### src/rtl/alu_share_arbiter_if.sv
// rtl/alu_share_arbiter_if.sv - request/response bundle between two issuers, arbiter and consumer
interface alu_share_arbiter_if #(
    parameter int WIDTH  = 32,
    parameter int CTRL_W = 3
);
    logic              req0_valid;
    logic              req0_ready;
    logic [WIDTH-1:0]  req0_a;
    logic [WIDTH-1:0]  req0_b;
    logic [CTRL_W-1:0] req0_ctrl;

    logic              req1_valid;
    logic              req1_ready;
    logic [WIDTH-1:0]  req1_a;
    logic [WIDTH-1:0]  req1_b;
    logic [CTRL_W-1:0] req1_ctrl;

    logic              rsp_valid;
    logic              rsp_ready;
    logic              rsp_id;
    logic [WIDTH-1:0]  rsp_result;
    logic              rsp_zero;
    logic              rsp_err;

    modport master (
        output req0_valid, req0_a, req0_b, req0_ctrl,
        input  req0_ready,
        output req1_valid, req1_a, req1_b, req1_ctrl,
        input  req1_ready,
        input  rsp_valid, rsp_id, rsp_result, rsp_zero, rsp_err,
        output rsp_ready
    );

    modport slave (
        input  req0_valid, req0_a, req0_b, req0_ctrl,
        output req0_ready,
        input  req1_valid, req1_a, req1_b, req1_ctrl,
        output req1_ready,
        output rsp_valid, rsp_id, rsp_result, rsp_zero, rsp_err,
        input  rsp_ready
    );
endinterface

### src/rtl/alu_share_arbiter.sv
// rtl/alu_share_arbiter.sv - round-robin sharing of one ALU between two requesters
// One op in flight: IDLE accepts, EXEC captures the ALU result, RESP holds it until consumed.
module alu_share_arbiter #(
    parameter int WIDTH  = 32,
    parameter int CTRL_W = 3
) (
    input  logic                clk,
    input  logic                rst_n,
    alu_share_arbiter_if.slave  bus,
    output logic [WIDTH-1:0]    alu_a,
    output logic [WIDTH-1:0]    alu_b,
    output logic [CTRL_W-1:0]   alu_control,
    input  logic [WIDTH-1:0]    alu_out,
    input  logic                alu_zero
);

    typedef enum logic [1:0] {
        ST_IDLE = 2'd0,
        ST_EXEC = 2'd1,
        ST_RESP = 2'd2
    } state_t;

    state_t            state_q, state_d;
    logic              last_grant_q, last_grant_d;
    logic              id_q, id_d;
    logic [WIDTH-1:0]  alu_a_q, alu_a_d;
    logic [WIDTH-1:0]  alu_b_q, alu_b_d;
    logic [CTRL_W-1:0] alu_control_q, alu_control_d;
    logic              rsp_valid_q, rsp_valid_d;
    logic              rsp_id_q, rsp_id_d;
    logic [WIDTH-1:0]  rsp_result_q, rsp_result_d;
    logic              rsp_zero_q, rsp_zero_d;
    logic              rsp_err_q, rsp_err_d;

    logic grant;
    logic accept;
    logic err_op;

    // With both requesters valid the one not served last wins; otherwise the sole valid one.
    always_comb begin
        grant = 1'b0;
        if (bus.req0_valid && bus.req1_valid) begin
            grant = ~last_grant_q;
        end else begin
            grant = bus.req1_valid;
        end
        accept = rst_n && (state_q == ST_IDLE) && (bus.req0_valid || bus.req1_valid);
        err_op = (alu_control_q == CTRL_W'(6)) || (alu_control_q == CTRL_W'(7));
    end

    assign bus.req0_ready = accept && !grant;
    assign bus.req1_ready = accept && grant;

    always_comb begin
        state_d       = state_q;
        last_grant_d  = last_grant_q;
        id_d          = id_q;
        alu_a_d       = alu_a_q;
        alu_b_d       = alu_b_q;
        alu_control_d = alu_control_q;
        rsp_valid_d   = rsp_valid_q;
        rsp_id_d      = rsp_id_q;
        rsp_result_d  = rsp_result_q;
        rsp_zero_d    = rsp_zero_q;
        rsp_err_d     = rsp_err_q;

        case (state_q)
            ST_IDLE: begin
                if (accept) begin
                    if (grant) begin
                        alu_a_d       = bus.req1_a;
                        alu_b_d       = bus.req1_b;
                        alu_control_d = bus.req1_ctrl;
                    end else begin
                        alu_a_d       = bus.req0_a;
                        alu_b_d       = bus.req0_b;
                        alu_control_d = bus.req0_ctrl;
                    end
                    id_d    = grant;
                    state_d = ST_EXEC;
                end
            end
            ST_EXEC: begin
                rsp_valid_d = 1'b1;
                rsp_id_d    = id_q;
                // Undefined opcodes leave the ALU output unknown, so it is replaced, not forwarded.
                if (err_op) begin
                    rsp_result_d = '0;
                    rsp_zero_d   = 1'b1;
                    rsp_err_d    = 1'b1;
                end else begin
                    rsp_result_d = alu_out;
                    rsp_zero_d   = alu_zero;
                    rsp_err_d    = 1'b0;
                end
                state_d = ST_RESP;
            end
            ST_RESP: begin
                if (bus.rsp_ready) begin
                    rsp_valid_d  = 1'b0;
                    last_grant_d = rsp_id_q;
                    state_d      = ST_IDLE;
                end
            end
            default: begin
                state_d = ST_IDLE;
            end
        endcase
    end

    // last_grant resets to 1 so that requester 0 wins the first contended arbitration.
    always_ff @(posedge clk or negedge rst_n) begin
        if (!rst_n) begin
            state_q       <= ST_IDLE;
            last_grant_q  <= 1'b1;
            id_q          <= 1'b0;
            alu_a_q       <= '0;
            alu_b_q       <= '0;
            alu_control_q <= '0;
            rsp_valid_q   <= 1'b0;
            rsp_id_q      <= 1'b0;
            rsp_result_q  <= '0;
            rsp_zero_q    <= 1'b0;
            rsp_err_q     <= 1'b0;
        end else begin
            state_q       <= state_d;
            last_grant_q  <= last_grant_d;
            id_q          <= id_d;
            alu_a_q       <= alu_a_d;
            alu_b_q       <= alu_b_d;
            alu_control_q <= alu_control_d;
            rsp_valid_q   <= rsp_valid_d;
            rsp_id_q      <= rsp_id_d;
            rsp_result_q  <= rsp_result_d;
            rsp_zero_q    <= rsp_zero_d;
            rsp_err_q     <= rsp_err_d;
        end
    end

    assign alu_a          = alu_a_q;
    assign alu_b          = alu_b_q;
    assign alu_control    = alu_control_q;
    assign bus.rsp_valid  = rsp_valid_q;
    assign bus.rsp_id     = rsp_id_q;
    assign bus.rsp_result = rsp_result_q;
    assign bus.rsp_zero   = rsp_zero_q;
    assign bus.rsp_err    = rsp_err_q;

endmodule

### src/flat_wrapper.sv
// flat-port wrapper written by rule: the top's interface ports become plain ports
module alu_share_arbiter_flat 
#(
    parameter int WIDTH  = 32,
    parameter int CTRL_W = 3
)
  (clk, rst_n, alu_a, alu_b, alu_control, alu_out, alu_zero, bus_req0_valid, bus_req0_a, bus_req0_b, bus_req0_ctrl, bus_req0_ready, bus_req1_valid, bus_req1_a, bus_req1_b, bus_req1_ctrl, bus_req1_ready, bus_rsp_valid, bus_rsp_id, bus_rsp_result, bus_rsp_zero, bus_rsp_err, bus_rsp_ready);
  alu_share_arbiter_if #(.WIDTH(WIDTH), .CTRL_W(CTRL_W)) bus_i ();
  input  logic clk;
  input  logic rst_n;
  output logic [WIDTH-1:0] alu_a;
  output logic [WIDTH-1:0] alu_b;
  output logic [CTRL_W-1:0] alu_control;
  input  logic [WIDTH-1:0] alu_out;
  input  logic alu_zero;
  input wire logic [$bits(bus_i.req0_valid)-1:0] bus_req0_valid;
  input wire logic [$bits(bus_i.req0_a)-1:0] bus_req0_a;
  input wire logic [$bits(bus_i.req0_b)-1:0] bus_req0_b;
  input wire logic [$bits(bus_i.req0_ctrl)-1:0] bus_req0_ctrl;
  output wire logic [$bits(bus_i.req0_ready)-1:0] bus_req0_ready;
  input wire logic [$bits(bus_i.req1_valid)-1:0] bus_req1_valid;
  input wire logic [$bits(bus_i.req1_a)-1:0] bus_req1_a;
  input wire logic [$bits(bus_i.req1_b)-1:0] bus_req1_b;
  input wire logic [$bits(bus_i.req1_ctrl)-1:0] bus_req1_ctrl;
  output wire logic [$bits(bus_i.req1_ready)-1:0] bus_req1_ready;
  output wire logic [$bits(bus_i.rsp_valid)-1:0] bus_rsp_valid;
  output wire logic [$bits(bus_i.rsp_id)-1:0] bus_rsp_id;
  output wire logic [$bits(bus_i.rsp_result)-1:0] bus_rsp_result;
  output wire logic [$bits(bus_i.rsp_zero)-1:0] bus_rsp_zero;
  output wire logic [$bits(bus_i.rsp_err)-1:0] bus_rsp_err;
  input wire logic [$bits(bus_i.rsp_ready)-1:0] bus_rsp_ready;
  assign bus_i.req0_valid = bus_req0_valid;
  assign bus_i.req0_a = bus_req0_a;
  assign bus_i.req0_b = bus_req0_b;
  assign bus_i.req0_ctrl = bus_req0_ctrl;
  assign bus_req0_ready = bus_i.req0_ready;
  assign bus_i.req1_valid = bus_req1_valid;
  assign bus_i.req1_a = bus_req1_a;
  assign bus_i.req1_b = bus_req1_b;
  assign bus_i.req1_ctrl = bus_req1_ctrl;
  assign bus_req1_ready = bus_i.req1_ready;
  assign bus_rsp_valid = bus_i.rsp_valid;
  assign bus_rsp_id = bus_i.rsp_id;
  assign bus_rsp_result = bus_i.rsp_result;
  assign bus_rsp_zero = bus_i.rsp_zero;
  assign bus_rsp_err = bus_i.rsp_err;
  assign bus_i.rsp_ready = bus_rsp_ready;
  alu_share_arbiter #(.WIDTH(WIDTH), .CTRL_W(CTRL_W)) u_core (.clk(clk), .rst_n(rst_n), .bus(bus_i), .alu_a(alu_a), .alu_b(alu_b), .alu_control(alu_control), .alu_out(alu_out), .alu_zero(alu_zero));
endmodule
### config.mk
export PLATFORM = sky130hd
export DESIGN_NAME = alu_share_arbiter_flat
export DESIGN_NICKNAME = d
export VERILOG_FILES = /design/src/rtl/alu_share_arbiter_if.sv /design/src/rtl/alu_share_arbiter.sv /design/src/flat_wrapper.sv
export SDC_FILE = /design/constraint.sdc
export NUM_CORES = 1
export LEC_CHECK = 0
export BUFFER_PORTS_ARGS = -buffer_cell sky130_fd_sc_hd__buf_4
export CAP_MARGIN = 25
export CORE_ASPECT_RATIO = 0.8
export CORE_MARGIN = 2
export CORE_UTILIZATION = 40
export CTS_CLUSTER_SIZE = 14
export DETAILED_ROUTE_END_ITERATION = 10
export HOLD_SLACK_MARGIN = 0.12
export PLACE_DENSITY = 0.8
export REMOVE_ABC_BUFFERS = 1
export SYNTH_ARGS = -nofsm -noshare
export SYNTH_HDL_FRONTEND = slang
export SYNTH_SLANG_ARGS = --single-unit
export TNS_END_PERCENT = 30
### constraint.sdc
create_clock -name clk -period 1.4 [get_ports clk]
set_input_delay 0.07 -clock clk [delete_from_list [all_inputs] [get_ports clk]]
set_output_delay 0.07 -clock clk [all_outputs]
set_load 0.05 [all_outputs]
* After elaboration in Yosys (flattened, before gate mapping)
Cells that the tools add are included.
** Word-level totals
- Bits in latches :: 0
- Logic and storage cells :: 44
- Bits in writable memories :: 0
- Memories :: 0
- Bits in registers :: 107
- Memory bits (read-only) :: 0
** Cells by class
- Div/mod/pow operators :: 0
- Add/sub/neg operators :: 0
- Shift-type cells :: 0
- Muxes and demuxes :: 12
- Magnitude comparators :: 0
- Bitwise logic cells :: 1
- Reductions and logical operators :: 14
- Multipliers :: 0
- Equal/unequal tests :: 6
** Operator list (count)
- 2-to-1 mux 32 bit :: 3
- AND reduction 2 bit :: 4
- equality test 3 bit, second input constant :: 2
- case mux 2 bit (3 select lines) :: 1
- logical AND 1 bit :: 5
- 2-to-1 mux 1 bit :: 4
- 2-to-1 mux 2 bit :: 2
- 2-to-1 mux 3 bit :: 1
- equality test 2 x 1 -> 1 bit, second input constant :: 1
- equality test 2 bit, second input constant :: 1
- logical NOT 2 bit :: 1
- logical OR 1 bit :: 2
- inequality test 2 x 1 -> 1 bit, second input constant :: 1
- inequality test 2 bit, second input constant :: 1
- case mux 1 bit (2 select lines) :: 1
- nonzero test 2 bit :: 1
- logical NOT 1 bit :: 1
- NOT 1 bit :: 1

* Longest topological paths before layout
Gate-level depths: netlist of run 1.
- Word-level depth :: 5
- Gate-level depth with buffers :: 7
- Depth with buffers taken out :: 3

* Worst setup path after synthesis of run 1
OpenSTA, ideal clock, no wires.
- Path type :: register to output
- From :: register u_core.state_q[0]
- To :: output bus_req0_ready
- Arrival :: 2.323 ns
- Buffers on the path :: 3
- Cell stages (with the launch flop) :: 6
- Slack :: -0.993 ns
- Path through :: dfrtp_1 or3b_1 buf_2 buf_6 buf_6 nor3b_1
** Between the ends
- Longest elaborated chain between the ends :: 4
** RTL lines
- from (decl) :: RTL line alu_share_arbiter.sv:23 : state_t state_q, state_d;
- from (signal assigned) :: RTL line alu_share_arbiter.sv:126 : state_q <= state_d;
- logical NOT 2 bit :: RTL line alu_share_arbiter.sv:47 : accept = rst_n && (state_q == ST_IDLE) && (bus.req0_valid || bus.req1_valid);
- logical AND 1 bit (2 in a row) :: RTL line alu_share_arbiter.sv:47
- logical AND 1 bit :: RTL line alu_share_arbiter.sv:51 : assign bus.req0_ready = accept && !grant;
- to (decl) :: RTL line flat_wrapper.sv:20 : output wire logic [$bits(bus_i.req0_ready)-1:0] bus_req0_ready;
Every way passes these cells.

* Final worst setup path of run 1
- From :: register u_core.state_q[0]
- To :: register u_core.alu_a_q[26], in the netlist u_core.alu_a[26]
** Between the ends
- Longest elaborated chain between the ends :: 4
** RTL lines
- logical NOT 2 bit * :: RTL line alu_share_arbiter.sv:47, alu_share_arbiter.sv:67
- logical AND 1 bit (2 in a row) :: RTL line alu_share_arbiter.sv:47
- AND reduction 2 bit (no line) *
- to (signal assigned) :: RTL line alu_share_arbiter.sv:129 : alu_a_q <= alu_a_d;
- to (decl) :: RTL line alu_share_arbiter.sv:26 : logic [WIDTH-1:0] alu_a_q, alu_a_d;
Every way passes the cells marked *; elsewhere a longest branch is shown, timed or not.
A chain may end at the register's enable or synchronous reset.

==> results of run 1 <==
==> cells by family after synthesis <==
group,Yosys count
flip-flops,107
buffers and inverters,51
multiplexers,2
AO/OA/AOI/OAI,107
AND/OR/NAND/NOR,144
==> cell usage in the layout (no fill, tap or decap), types with 2 or more instances in the layout <==
cell type / n
a22o_1: 32
dfrtp_1: 106
a21oi_1: 3
nand2b_1: 2
nor3_4: 8
nand2_1: 68
inv_8: 3
clkbuf_16: 13
dlygate4sd3_1: 139
nor3b_2: 2
buf_4: 296
nor3_2: 47
clkinv_4: 3
nor3_1: 12
buf_6: 5
a221o_1: 67
mux2_2: 2
inv_1: 5
buf_12: 13
==> metrics by stage <==
| step | power [mW] | utilization [%] |
|---|---|---|
| detailed placement | 16.0 | 61.8 |
| global placement | 15.8 | 61.8 |
| global route | 20.2 | 80.9 |
| floorplan | 12.1 | - |
| CTS | 18.9 | 77.9 |
| finish | 19.5 | 80.9 |
==> registers in the layout (all words and copies together), names as in the netlist <==
name,count
u_core.id_q,1
u_core.state_q,2
u_core.last_grant_q,1
u_core.bus.rsp_err,1
u_core.alu_b,32
u_core.alu_a,32
u_core.bus.rsp_zero,1
u_core.bus.rsp_id,1
u_core.alu_control,3
u_core.bus.rsp_valid,1
u_core.bus.rsp_result,32
==> cell type report <==
type,count,share of cell area [%]
Timing Repair Buffer,458,43.7
Sequential cell,107,28.9
Multi-Input combinational cell,253,22.0
Clock buffer,9,2.43
Tap cell,148,2.00
Clock inverter,7,0.728
Inverter,5,0.202
Antenna cell,1,0.0270
==> how the worst max path moves through the flow <==
stage / from / endpoint / slack [ns] / depth (start not counted)
5_1_grt: u_core.state_q[0] / u_core.alu_a[26] / -0.31 / 5
6_report: u_core.state_q[0] / u_core.alu_a[26] / -0.25 / 5
3_3_place_gp: u_core.last_grant_q / u_core.alu_a[13] / -0.19 / 4
3_5_place_dp: u_core.last_grant_q / u_core.alu_a[12] / -0.22 / 4
2_1_floorplan: u_core.last_grant_q / bus_req0_ready / -2.82 / 2
4_1_cts: u_core.state_q[1] / bus_req0_ready / -0.22 / 3
==> critical path: cells and delay by family (launching register included) <==
kind	cells	cell delay (ns)
flip-flops	1	0.40
AO/OA/AOI/OAI	1	0.16
buffers and inverters	2	0.37
AND/OR/NAND/NOR	2	0.64
==> metal layers <==
layer	global-route usage (%)	up-vias	part of all wire [%]	wire length, um
li1	-	2400	-	-
met1	35.4	2713	37	7630
met2	53.2	382	52	10800
met3	7.70	56	8.6	1790
met4	10.6	0	3.0	627
met5	0	-	0	0
==> where the power goes <==
group | total, mW | switching (mW) | internal, mW
Clock | 2.49 | 1.24 | 1.26
Combinational | 11.4 | 7.39 | 4.04
Sequential | 5.57 | 1.07 | 4.51
==> repair_timing <==
action                                 CTS  global route
pin swaps                                7            15
hold buffers                           137             2
cloned                                   0             5
endpoints found under the hold margin  210             2
gates resized for setup                 33            26
buffers inserted                         4             5
setup endpoints to repair               70            92
==> impl_metrics.prom, run 1 <==
# TYPE chip_impl_metric gauge
chip_impl_metric{name="worstPathRequired",unit="ns"} 1.68
chip_impl_metric{name="setup_violations",unit=""} 70
chip_impl_metric{name="arrival",unit="ns"} 1.93
chip_impl_metric{name="cts_htree_levels",unit=""} 3
chip_impl_info{name="worst-setup-path-type",value="reg2reg"} 1
chip_impl_metric{name="num_io_pins",unit=""} 277
chip_impl_info{name="critPathCaptureType",value="flop"} 1
chip_impl_metric{name="initialDrtViolationCount",unit=""} 477
chip_impl_metric{name="synth_enable_flop_cells",unit=""} 0
chip_impl_info{name="startpoint_type_of_the_worst_setup_path",value="flop"} 1
chip_impl_metric{name="ant_nets",unit=""} 0
chip_impl_metric{name="grt_first_pass_wirelength",unit="mm"} 29.9
chip_impl_info{name="outcome",value="finished with violations"} 1
chip_impl_metric{name="detailedRoute.firstPassIterationCount",unit=""} 6
chip_impl_info{name="r2r-end",value="u_core.alu_a[26]"} 1
chip_impl_metric{name="fmax",unit="MHz"} 604
chip_impl_metric{name="slew_headroom",unit="%"} 60.2
chip_impl_metric{name="cts-buffers-inserted",unit=""} 9
chip_impl_metric{name="floorplan.die_area",unit="mm2"} 0.0126
chip_impl_info{name="synthDominantAreaCellType",value="dfrtp_1"} 1
chip_impl_metric{name="fin_crit",unit="ns"} 1.65
chip_impl_metric{name="cts_sinks",unit=""} 107
chip_impl_metric{name="fin_worst_skew",unit="ns"} 0.0132
chip_impl_metric{name="port-buffer-count",unit=""} 276
chip_impl_metric{name="complex_gate_fraction_of_the_synthesized_area",unit="%"} 21.3
chip_impl_metric{name="stdcell_area",unit="mm2"} 0.00928
chip_impl_metric{name="avgSynthCellArea",unit="um2"} 11.4
chip_impl_metric{name="placed_cell_area",unit="mm2"} 0.00709
chip_impl_metric{name="drive_gt1_share",unit="%"} 47.8
chip_impl_metric{name="cap_violations",unit=""} 0
chip_impl_metric{name="cts.reportedPaths.clkPinSlew",unit="ns"} 0.08
chip_impl_info{name="slowest_stage",value="or3b_4"} 1
chip_impl_metric{name="vias",unit=""} 5551
chip_impl_metric{name="multi_input_area",unit="mm2"} 0.00204
chip_impl_metric{name="hold_ws",unit="ns"} 0.0988
chip_impl_metric{name="yosys.area_share.xor_xnor",unit="%"} 0
chip_impl_metric{name="dp_cells",unit=""} 817
chip_impl_info{name="synth-main-ff-cell",value="dfrtp_1"} 1
chip_impl_metric{name="setup.reg_to_reg.worst_slack",unit="ns"} -0.25
chip_impl_metric{name="gate_count_post_synth",unit=""} 411
chip_impl_metric{name="synthMuxAreaShare",unit="%"} 0.480
chip_impl_metric{name="holdPathStages",unit=""} 4
chip_impl_metric{name="finalHoldViolations",unit=""} 0
chip_impl_metric{name="grt_antenna_before_repair",unit=""} 1
chip_impl_metric{name="post_route_clock_period_utilization",unit="%"} 118
chip_impl_metric{name="number_of_core_rows",unit=""} 35
chip_impl_metric{name="vias_per_cell",unit=""} 5.62
chip_impl_info{name="clock_root_buffer",value="clkbuf_16"} 1
chip_impl_metric{name="final_max_slew_viol_count",unit=""} 0
chip_impl_info{name="timing.hold.worst_endpoint",value="u_core.alu_a[29]"} 1
chip_impl_metric{name="synth_simple_gate_area_share",unit="%"} 15.9
chip_impl_metric{name="filler_cell_count",unit=""} 618
chip_impl_metric{name="num-nets-final",unit=""} 1006
chip_impl_metric{name="gp_routability_congestion",unit=""} 0.870
chip_impl_metric{name="synthDistinctLibCells",unit=""} 26
chip_impl_metric{name="grt-ovfl-total",unit=""} 0
chip_impl_metric{name="maximum_number_of_pins_on_one_net_before_global_route_repair",unit=""} 78
chip_impl_info{name="cp_cell_sequence",value="or3b_4 -> buf_4 -> buf_12 -> nor3_2 -> a221o_1"} 1
chip_impl_metric{name="number_of_buffers_between_clock_root_and_the_deepest_sink",unit=""} 2
chip_impl_metric{name="post-place-ws",unit="ns"} -0.218
chip_impl_metric{name="worst-slew-pin-transition",unit="ns"} 0.597
chip_impl_metric{name="ys_warn_count",unit=""} 0
chip_impl_metric{name="peakVddDrop",unit="uV"} 1500
chip_impl_metric{name="power.density",unit="mW/mm2"} 2100
chip_impl_metric{name="synth_adder_area_share",unit="%"} 0
chip_impl_metric{name="finalSetupTns",unit="ns"} -13.15
chip_impl_metric{name="slowest_delay",unit="ns"} 0.42
chip_impl_metric{name="synth.yosys.seq_area_share",unit="%"} 57.0
chip_impl_metric{name="total_grt_usage",unit="%"} 29.9
chip_impl_info{name="clock_tree_from_tritoncts",value="built"} 1
chip_impl_info{name="synthTopCellsByCount",value="106 x dfrtp_1, 69 x nand2_1, 67 x a221o_1"} 1
chip_impl_metric{name="drc",unit=""} 0
chip_impl_metric{name="clk-insertion-delay-late",unit="ns"} 0.34
chip_impl_metric{name="routedWlPerCell",unit="um"} 21.1
chip_impl_metric{name="post-route-worst-setup-slack",unit="ns"} -0.255
chip_impl_info{name="critical_path.reg2reg.startpoint",value="u_core.state_q[0]"} 1
chip_impl_metric{name="rr_worst_depth",unit=""} 5
chip_impl_info{name="worstHoldStart",value="bus_req0_a[29]"} 1
chip_impl_metric{name="grt_pass1_vias",unit=""} 5621
chip_impl_metric{name="dieHeight",unit="um"} 101
chip_impl_metric{name="post_synthesis_cell_area",unit="mm2"} 0.00470
chip_impl_info{name="worst_hold_path_type",value="in2reg"} 1
chip_impl_info{name="ys_top_cells_by_area",value="dfrtp_1 56%, a221o_1 14%, a22o_1 6.0%"} 1
chip_impl_metric{name="area_growth",unit="%"} 97.6
chip_impl_metric{name="synthArstFlopShare",unit="%"} 100
chip_impl_metric{name="netlist.area_leader.share",unit="%"} 56.5
chip_impl_info{name="synthMostInstantiatedCell",value="dfrtp_1"} 1
chip_impl_metric{name="dieWidth",unit="um"} 125
chip_impl_metric{name="yosys_register_bits",unit=""} 107
chip_impl_metric{name="critical_path_peak_fanout",unit=""} 23
chip_impl_info{name="violations",value="negative setup slack"} 1
chip_impl_metric{name="initial_utilization",unit="%"} 40.9
chip_impl_metric{name="floorplan.core_area",unit="mm2"} 0.0115
chip_impl_metric{name="final_cell_count_no_fill",unit=""} 988
chip_impl_metric{name="power_leakage",unit="nW"} 4.41
chip_impl_metric{name="routed_wirelength",unit="mm"} 20.8
chip_impl_metric{name="dp_hpwl",unit="mm"} 11.3
chip_impl_metric{name="seqCellArea",unit="mm2"} 0.00268
chip_impl_info{name="synth_top_family_by_area",value="compound AO/OA/AOI/OAI gates"} 1
chip_impl_info{name="grt_setup_unrepaired",value="yes"} 1
Note: power is estimated with default switching activity, not from simulation.
==> run 2, diff against run 1 <==
==> constraint.sdc (replaced) <==
create_clock -name clk -period 1.4 [get_ports clk]
set_input_delay 0.14 -clock clk [delete_from_list [all_inputs] [get_ports clk]]
set_output_delay 0.14 -clock clk [all_outputs]
set_load 0.05 [all_outputs]
==> run 2 against run 1 <==
Against the previous run:
- the run still ends with negative setup slack left
- critical path depth stayed put
- first-iteration DRC count shrank 4.4%
- largest cell class unchanged
- sequential share of layout area is 1.7 points higher
- highest routed layer unchanged
- clock-buffer cell count unchanged
==> impl_metrics.prom, run 2 (synthesis gave the netlist of run 1 again) <==
# TYPE chip_impl_metric gauge
chip_impl_metric{name="stdcell_area",unit="mm2"} 0.00878
chip_impl_metric{name="slew_headroom",unit="%"} 62.0
chip_impl_metric{name="post_route_clock_period_utilization",unit="%"} 121
chip_impl_metric{name="grt-ovfl-total",unit=""} 0
chip_impl_metric{name="cap_violations",unit=""} 0
chip_impl_metric{name="peakVddDrop",unit="uV"} 1380
chip_impl_metric{name="fin_crit",unit="ns"} 1.70
chip_impl_info{name="final_common_cell",value="buf_4"} 1
chip_impl_metric{name="power_frac_comb",unit="%"} 58.5
chip_impl_metric{name="number_of_core_rows",unit=""} 35
chip_impl_metric{name="floorplan.die_area",unit="mm2"} 0.0126
chip_impl_metric{name="worst-slew-pin-transition",unit="ns"} 0.571
chip_impl_metric{name="detailedRoute.firstPassIterationCount",unit=""} 6
chip_impl_metric{name="cts_sinks",unit=""} 107
chip_impl_metric{name="cts-buffers-inserted",unit=""} 9
chip_impl_metric{name="clk-insertion-delay-late",unit="ns"} 0.35
chip_impl_metric{name="area_growth",unit="%"} 86.9
chip_impl_metric{name="critical_path_peak_fanout",unit=""} 13
chip_impl_metric{name="routed_wirelength",unit="mm"} 18.8
chip_impl_metric{name="fin_worst_skew",unit="ns"} 0.00648
chip_impl_info{name="cp_cell_sequence",value="or3b_4 -> buf_4 -> bufbuf_16 -> nor3_4 -> a221o_1"} 1
chip_impl_metric{name="port-buffer-count",unit=""} 276
chip_impl_info{name="worst_hold_path_type",value="in2reg"} 1
chip_impl_metric{name="vias",unit=""} 5252
chip_impl_info{name="grt_setup_unrepaired",value="yes"} 1
chip_impl_metric{name="worstPathRequired",unit="ns"} 1.68
chip_impl_metric{name="drive_gt1_share",unit="%"} 48.2
chip_impl_metric{name="seqPwrFrac",unit="%"} 28.7
chip_impl_metric{name="initialDrtViolationCount",unit=""} 456
chip_impl_metric{name="slowest_delay",unit="ns"} 0.42
chip_impl_metric{name="dieHeight",unit="um"} 101
chip_impl_info{name="slowest_stage",value="dfrtp_1"} 1
chip_impl_metric{name="dieWidth",unit="um"} 125
chip_impl_metric{name="num_io_pins",unit=""} 277
chip_impl_metric{name="arrival",unit="ns"} 1.98
chip_impl_metric{name="fmax",unit="MHz"} 588
chip_impl_metric{name="power.share.clock",unit="%"} 12.8
chip_impl_metric{name="grt_antenna_before_repair",unit=""} 1
chip_impl_info{name="critPathCaptureType",value="flop"} 1
chip_impl_info{name="outcome",value="finished with violations"} 1
chip_impl_metric{name="maximum_number_of_pins_on_one_net_before_global_route_repair",unit=""} 108
chip_impl_metric{name="placed_cell_area",unit="mm2"} 0.00707
chip_impl_metric{name="finalHoldViolations",unit=""} 0
chip_impl_metric{name="post-place-ws",unit="ns"} -0.163
chip_impl_metric{name="vias_per_cell",unit=""} 5.55
chip_impl_metric{name="setup_violations",unit=""} 70
chip_impl_metric{name="ant_nets",unit=""} 0
chip_impl_metric{name="post-route-worst-setup-slack",unit="ns"} -0.300
chip_impl_metric{name="final_max_slew_viol_count",unit=""} 0
chip_impl_metric{name="multi_input_area",unit="mm2"} 0.00196
chip_impl_metric{name="cts.reportedPaths.clkPinSlew",unit="ns"} 0.08
chip_impl_metric{name="sw_frac_of_total",unit="%"} 49.4
chip_impl_metric{name="rr_worst_depth",unit=""} 5
chip_impl_metric{name="dp_hpwl",unit="mm"} 11.2
chip_impl_metric{name="power.density",unit="mW/mm2"} 2180
chip_impl_metric{name="gp_routability_congestion",unit=""} 0.878
chip_impl_metric{name="num-nets-final",unit=""} 964
chip_impl_metric{name="holdPathStages",unit=""} 4
chip_impl_metric{name="internal_power",unit="mW"} 9.69
chip_impl_metric{name="initial_utilization",unit="%"} 40.9
chip_impl_info{name="startpoint_type_of_the_worst_setup_path",value="flop"} 1
chip_impl_metric{name="power_leakage",unit="nW"} 4.21
chip_impl_metric{name="seqCellArea",unit="mm2"} 0.00268
chip_impl_info{name="worst-setup-path-type",value="reg2reg"} 1
chip_impl_info{name="most_used_cells_in_the_layout_excluding_fill_and_tap_cells",value="292 x buf_4, 106 x dfrtp_1, 102 x dlygate4sd3_1"} 1
chip_impl_info{name="violations",value="negative setup slack"} 1
chip_impl_metric{name="floorplan.core_area",unit="mm2"} 0.0115
chip_impl_metric{name="number_of_buffers_between_clock_root_and_the_deepest_sink",unit=""} 2
chip_impl_metric{name="total_grt_usage",unit="%"} 28.8
chip_impl_metric{name="filler_cell_count",unit=""} 724
chip_impl_metric{name="drc",unit=""} 0
chip_impl_info{name="clock_tree_from_tritoncts",value="built"} 1
chip_impl_metric{name="grt_pass1_vias",unit=""} 5438
chip_impl_metric{name="grt_first_pass_wirelength",unit="mm"} 28.4
chip_impl_metric{name="power.switching",unit="mW"} 9.47
chip_impl_metric{name="routedWlPerCell",unit="um"} 19.9
chip_impl_info{name="clock_root_buffer",value="clkbuf_16"} 1
chip_impl_metric{name="cts_htree_levels",unit=""} 3
## run 2: worst paths after layout
check	startpoint	endpoint	slack, ns
worst min register to register	u_core.id_q	u_core.id_q	0.48
max in group asynchronous	rst_n	u_core.alu_a[9]	0.49
min in group asynchronous	rst_n	u_core.alu_a[3]	0.49
worst max register to register	u_core.state_q[0]	u_core.alu_a[5]	-0.30
worst min-delay path	bus_req0_b[30]	u_core.alu_b[30]	0.17
worst max-delay path	u_core.state_q[0]	u_core.alu_a[5]	-0.30
## run 2: cell type report
type | count | area share, %
multi-input cells | 253 | 22.4
repair buffers | 416 | 41.5
diodes | 1 | 0.0285
flip-flops and latches | 107 | 30.5
clock buffers | 9 | 2.57
inverters | 5 | 0.214
well taps | 148 | 2.11
clock inverters | 7 | 0.670
## run 2: what timing repair did
action / CTS / global route
hold buffers: 102 / 0
endpoints found under the setup margin: 70 / 70
pin swaps: 8 / 14
endpoints found under the hold margin: 207 / 0
gates cloned: 4 / 0
setup buffers: 4 / 5
resized for setup: 39 / 9
## run 2: critical path: cells and delay by family, from the launching register on
kind	cells	cell delay [ns]
buffers and inverters	2	0.48
AO/OA/AOI/OAI	1	0.14
flip-flops	1	0.42
AND/OR/NAND/NOR	2	0.58
## run 2: through the flow
step                total power, mW  hold WS [ns]  std cells  util, %  TNS [ns]
CTS                            19.0         0.155        940     75.8    -13.03
global route                   19.9         0.172        946     76.5    -17.92
detailed placement             16.0         0.294        814     61.6     -8.63
global placement               15.8         0.282        814     61.6     -5.99
floorplan                      12.1        -0.156        365        -   -187.60
finish                         19.2         0.165        946     76.5    -14.49
## run 2: power by group through the flow
stage	registers [mW]	logic, mW	clock network (mW)
6_report	5.50	11.2	2.46
3_3_place_gp	5.45	10.4	0
3_5_place_dp	5.45	10.5	0
4_1_cts	5.45	11.1	2.50
5_1_grt	5.64	11.6	2.63
2_1_floorplan	10.1	1.94	0
## run 2: routing by layer
metal	vias to the layer above	part of all wire (%)	global-route usage, %
li1	2316	-	-
met3	53	7.6	5.68
met2	325	51	50.4
met4	0	3.5	13.5
met5	-	0	0
met1	2558	37	34.5
==> run 3, diff against run 2 <==
CELL_PAD_IN_SITES_DETAIL_PLACEMENT = 0   (was default)
CELL_PAD_IN_SITES_GLOBAL_PLACEMENT = 1   (was default)
CORE_MARGIN = 5   (was 2)
CORE_UTILIZATION = 29   (was 40)
==> run 3 against run 2 <==
Against the previous run:
- the run still ends with negative setup slack left
- setup slack got worse by 0.044 ns
- first-iteration DRC count fell by 25%
- die area rose by 49%
- largest cell class unchanged
- fmax fell by 2.5%
- hold slack got worse by 0.013 ns
- clock skew rose by 0.00094 ns
- critical endpoint is now bus_req0_ready
- critical path type is now reg2out
- non-clock buffer count rose by 2
- clock power rose by 26%
- register-to-register slack got worse by 0.04 ns
==> impl_metrics.prom, run 3 (synthesis gave the netlist of run 1 again) <==
# TYPE chip_impl_metric gauge
chip_impl_info{name="outcome",value="finished with violations"} 1
chip_impl_info{name="violations",value="negative setup slack"} 1
chip_impl_metric{name="floorplan.die_area",unit="mm2"} 0.0189
chip_impl_metric{name="num_io_pins",unit=""} 277
chip_impl_metric{name="grt_pass1_vias",unit=""} 5560
chip_impl_metric{name="total_grt_usage",unit="%"} 20.1
chip_impl_metric{name="grt_first_pass_wirelength",unit="mm"} 30.4
chip_impl_metric{name="power_leakage",unit="nW"} 4.37
chip_impl_info{name="critPathCaptureType",value="primary output"} 1
chip_impl_metric{name="initialDrtViolationCount",unit=""} 342
chip_impl_metric{name="ant_nets",unit=""} 0
chip_impl_metric{name="cts.reportedPaths.clkPinSlew",unit="ns"} 0.07
chip_impl_info{name="clock_tree_from_tritoncts",value="built"} 1
chip_impl_metric{name="number_of_core_rows",unit=""} 41
chip_impl_metric{name="cts_sinks",unit=""} 107
chip_impl_metric{name="drive_gt1_share",unit="%"} 51.1
chip_impl_metric{name="dp_hpwl",unit="mm"} 12.9
chip_impl_metric{name="worstPathRequired",unit="ns"} 1.26
chip_impl_metric{name="fmax",unit="MHz"} 573
chip_impl_metric{name="grt-ovfl-total",unit=""} 0
chip_impl_info{name="most_used_cells_in_the_layout_excluding_fill_and_tap_cells",value="291 x buf_4, 106 x dfrtp_1, 102 x dlygate4sd3_1"} 1
chip_impl_metric{name="detailedRoute.firstPassIterationCount",unit=""} 5
chip_impl_metric{name="post_route_clock_period_utilization",unit="%"} 125
chip_impl_info{name="worstHoldStart",value="bus_req0_a[13]"} 1
chip_impl_metric{name="number_of_buffers_between_clock_root_and_the_deepest_sink",unit=""} 2
chip_impl_metric{name="post-route-worst-setup-slack",unit="ns"} -0.345
chip_impl_info{name="startpoint_type_of_the_worst_setup_path",value="flop"} 1
chip_impl_info{name="worst_hold_path_type",value="in2reg"} 1
chip_impl_metric{name="gp_routability_congestion",unit=""} 0.827
chip_impl_metric{name="cts_htree_levels",unit=""} 3
chip_impl_metric{name="area_growth",unit="%"} 98.6
chip_impl_metric{name="port-buffer-count",unit=""} 276
chip_impl_metric{name="finalHoldViolations",unit=""} 0
chip_impl_info{name="final_common_cell",value="buf_4"} 1
chip_impl_metric{name="worst-slew-pin-transition",unit="ns"} 0.722
chip_impl_metric{name="cap_violations",unit=""} 0
chip_impl_info{name="crit_path_start",value="u_core.state_q[1]"} 1
chip_impl_metric{name="grt_antenna_before_repair",unit=""} 0
chip_impl_info{name="grt_setup_unrepaired",value="yes"} 1
chip_impl_metric{name="fin_worst_skew",unit="ns"} 0.00742
chip_impl_metric{name="routed_wirelength",unit="mm"} 19.7
chip_impl_info{name="worst-setup-path-type",value="reg2out"} 1
chip_impl_metric{name="final_max_slew_viol_count",unit=""} 0
chip_impl_metric{name="vias_per_cell",unit=""} 5.11
chip_impl_metric{name="cts-buffers-inserted",unit=""} 9
chip_impl_metric{name="totalPowerFinal",unit="mW"} 20.2
chip_impl_metric{name="critical_path_peak_fanout",unit=""} 3
chip_impl_metric{name="routedWlPerCell",unit="um"} 19.4
chip_impl_metric{name="vias",unit=""} 5173
chip_impl_metric{name="slew_headroom",unit="%"} 51.9
chip_impl_metric{name="initial_utilization",unit="%"} 29.6
chip_impl_metric{name="clk-insertion-delay-late",unit="ns"} 0.35
chip_impl_info{name="clock_root_buffer",value="clkbuf_16"} 1
chip_impl_metric{name="num-nets-final",unit=""} 966
chip_impl_metric{name="post-place-ws",unit="ns"} -0.162
chip_impl_metric{name="maximum_number_of_pins_on_one_net_before_global_route_repair",unit=""} 55
chip_impl_metric{name="antenna-diode-count",unit=""} 0
chip_impl_metric{name="dieHeight",unit="um"} 124
chip_impl_metric{name="peakVddDrop",unit="uV"} 958
chip_impl_metric{name="floorplan.core_area",unit="mm2"} 0.0159
chip_impl_metric{name="arrival",unit="ns"} 1.60
chip_impl_metric{name="setup_violations",unit=""} 102
chip_impl_metric{name="drc",unit=""} 0
chip_impl_metric{name="fin_crit",unit="ns"} 1.74
chip_impl_info{name="critical_path.reg2reg.startpoint",value="u_core.state_q[1]"} 1
chip_impl_metric{name="dieWidth",unit="um"} 152
chip_impl_metric{name="power.density",unit="mW/mm2"} 2170
-- run 3: changes by cell type in the layout (fill, tap and decap cells not counted), sizes merged --
cell,delta
clkinv,-2
bufbuf,-1
clkinvlp,-1
diode,-1
bufinv,+4
clkbuf,+5
inv,-3
buf,-1
-- run 3: final cells by class --
type	count	area [um2]
Inverter	5	18.8
Multi-Input combinational cell	253	2250
Fill cell	1246	6530
Tap cell	215	269
Sequential cell	107	2680
Clock inverter	5	125
Timing Repair Buffer	418	3740
Clock buffer	10	239
-- run 3: where the power goes --
group	internal (mW)	leakage (nW)	switching [mW]
clock	1.97	0.179	1.13
sequential	4.51	1.33	0.980
combinational	4.12	2.87	7.49
total	10.6	4.37	9.60
-- run 3: final timing paths --
kind                                endpoint  slack [ns]  depth (start not counted)
max in group asynchronous    u_core.alu_a[8]        0.39                          3
min reg2reg                      u_core.id_q        0.47                          1
max                           bus_req0_ready       -0.34                          3
max reg2reg                 u_core.alu_b[31]       -0.34                          6
min                         u_core.alu_a[13]        0.15                          4
min in group asynchronous  u_core.state_q[0]        0.49                          3
-- run 3: critical path, stage by stage, from the launching register on --
cell     delay, ns
dfrtp_1       0.41
or3b_4        0.43
nor3b_4       0.22
buf_6         0.19
-- run 3: what timing repair did --
item	CTS	global route
gates resized for setup	86	26
hold buffers	102	0
buffers inserted	5	0
hold endpoints to repair	207	0
pin swaps	34	26
gates cloned	3	4
setup endpoints to repair	104	104
-- run 3: per-stage QoR --
step                      setup TNS [ns]  cells  utilization (%)  cell area, um2  hold slack, ns
after floorplan                  -187.60    365                -            4470          -0.156
after global placement             -6.58    884             45.1            7150           0.317
after detailed placement           -9.47    884             45.1            7150           0.325
after CTS                         -16.68   1009             57.2            9060           0.141
after global routing              -23.83   1013             58.8            9320           0.155
final                             -19.00   1013             58.8            9320           0.152
-- run 3: layer usage --
layer  vias up  share of wire [%]  GRT usage [%]
met5         -                  0              0
met4         0                3.0           8.03
met3        45                6.2           4.83
met2       255                 52           35.3
met1      2544                 39           24.2
li1       2329                  -              -
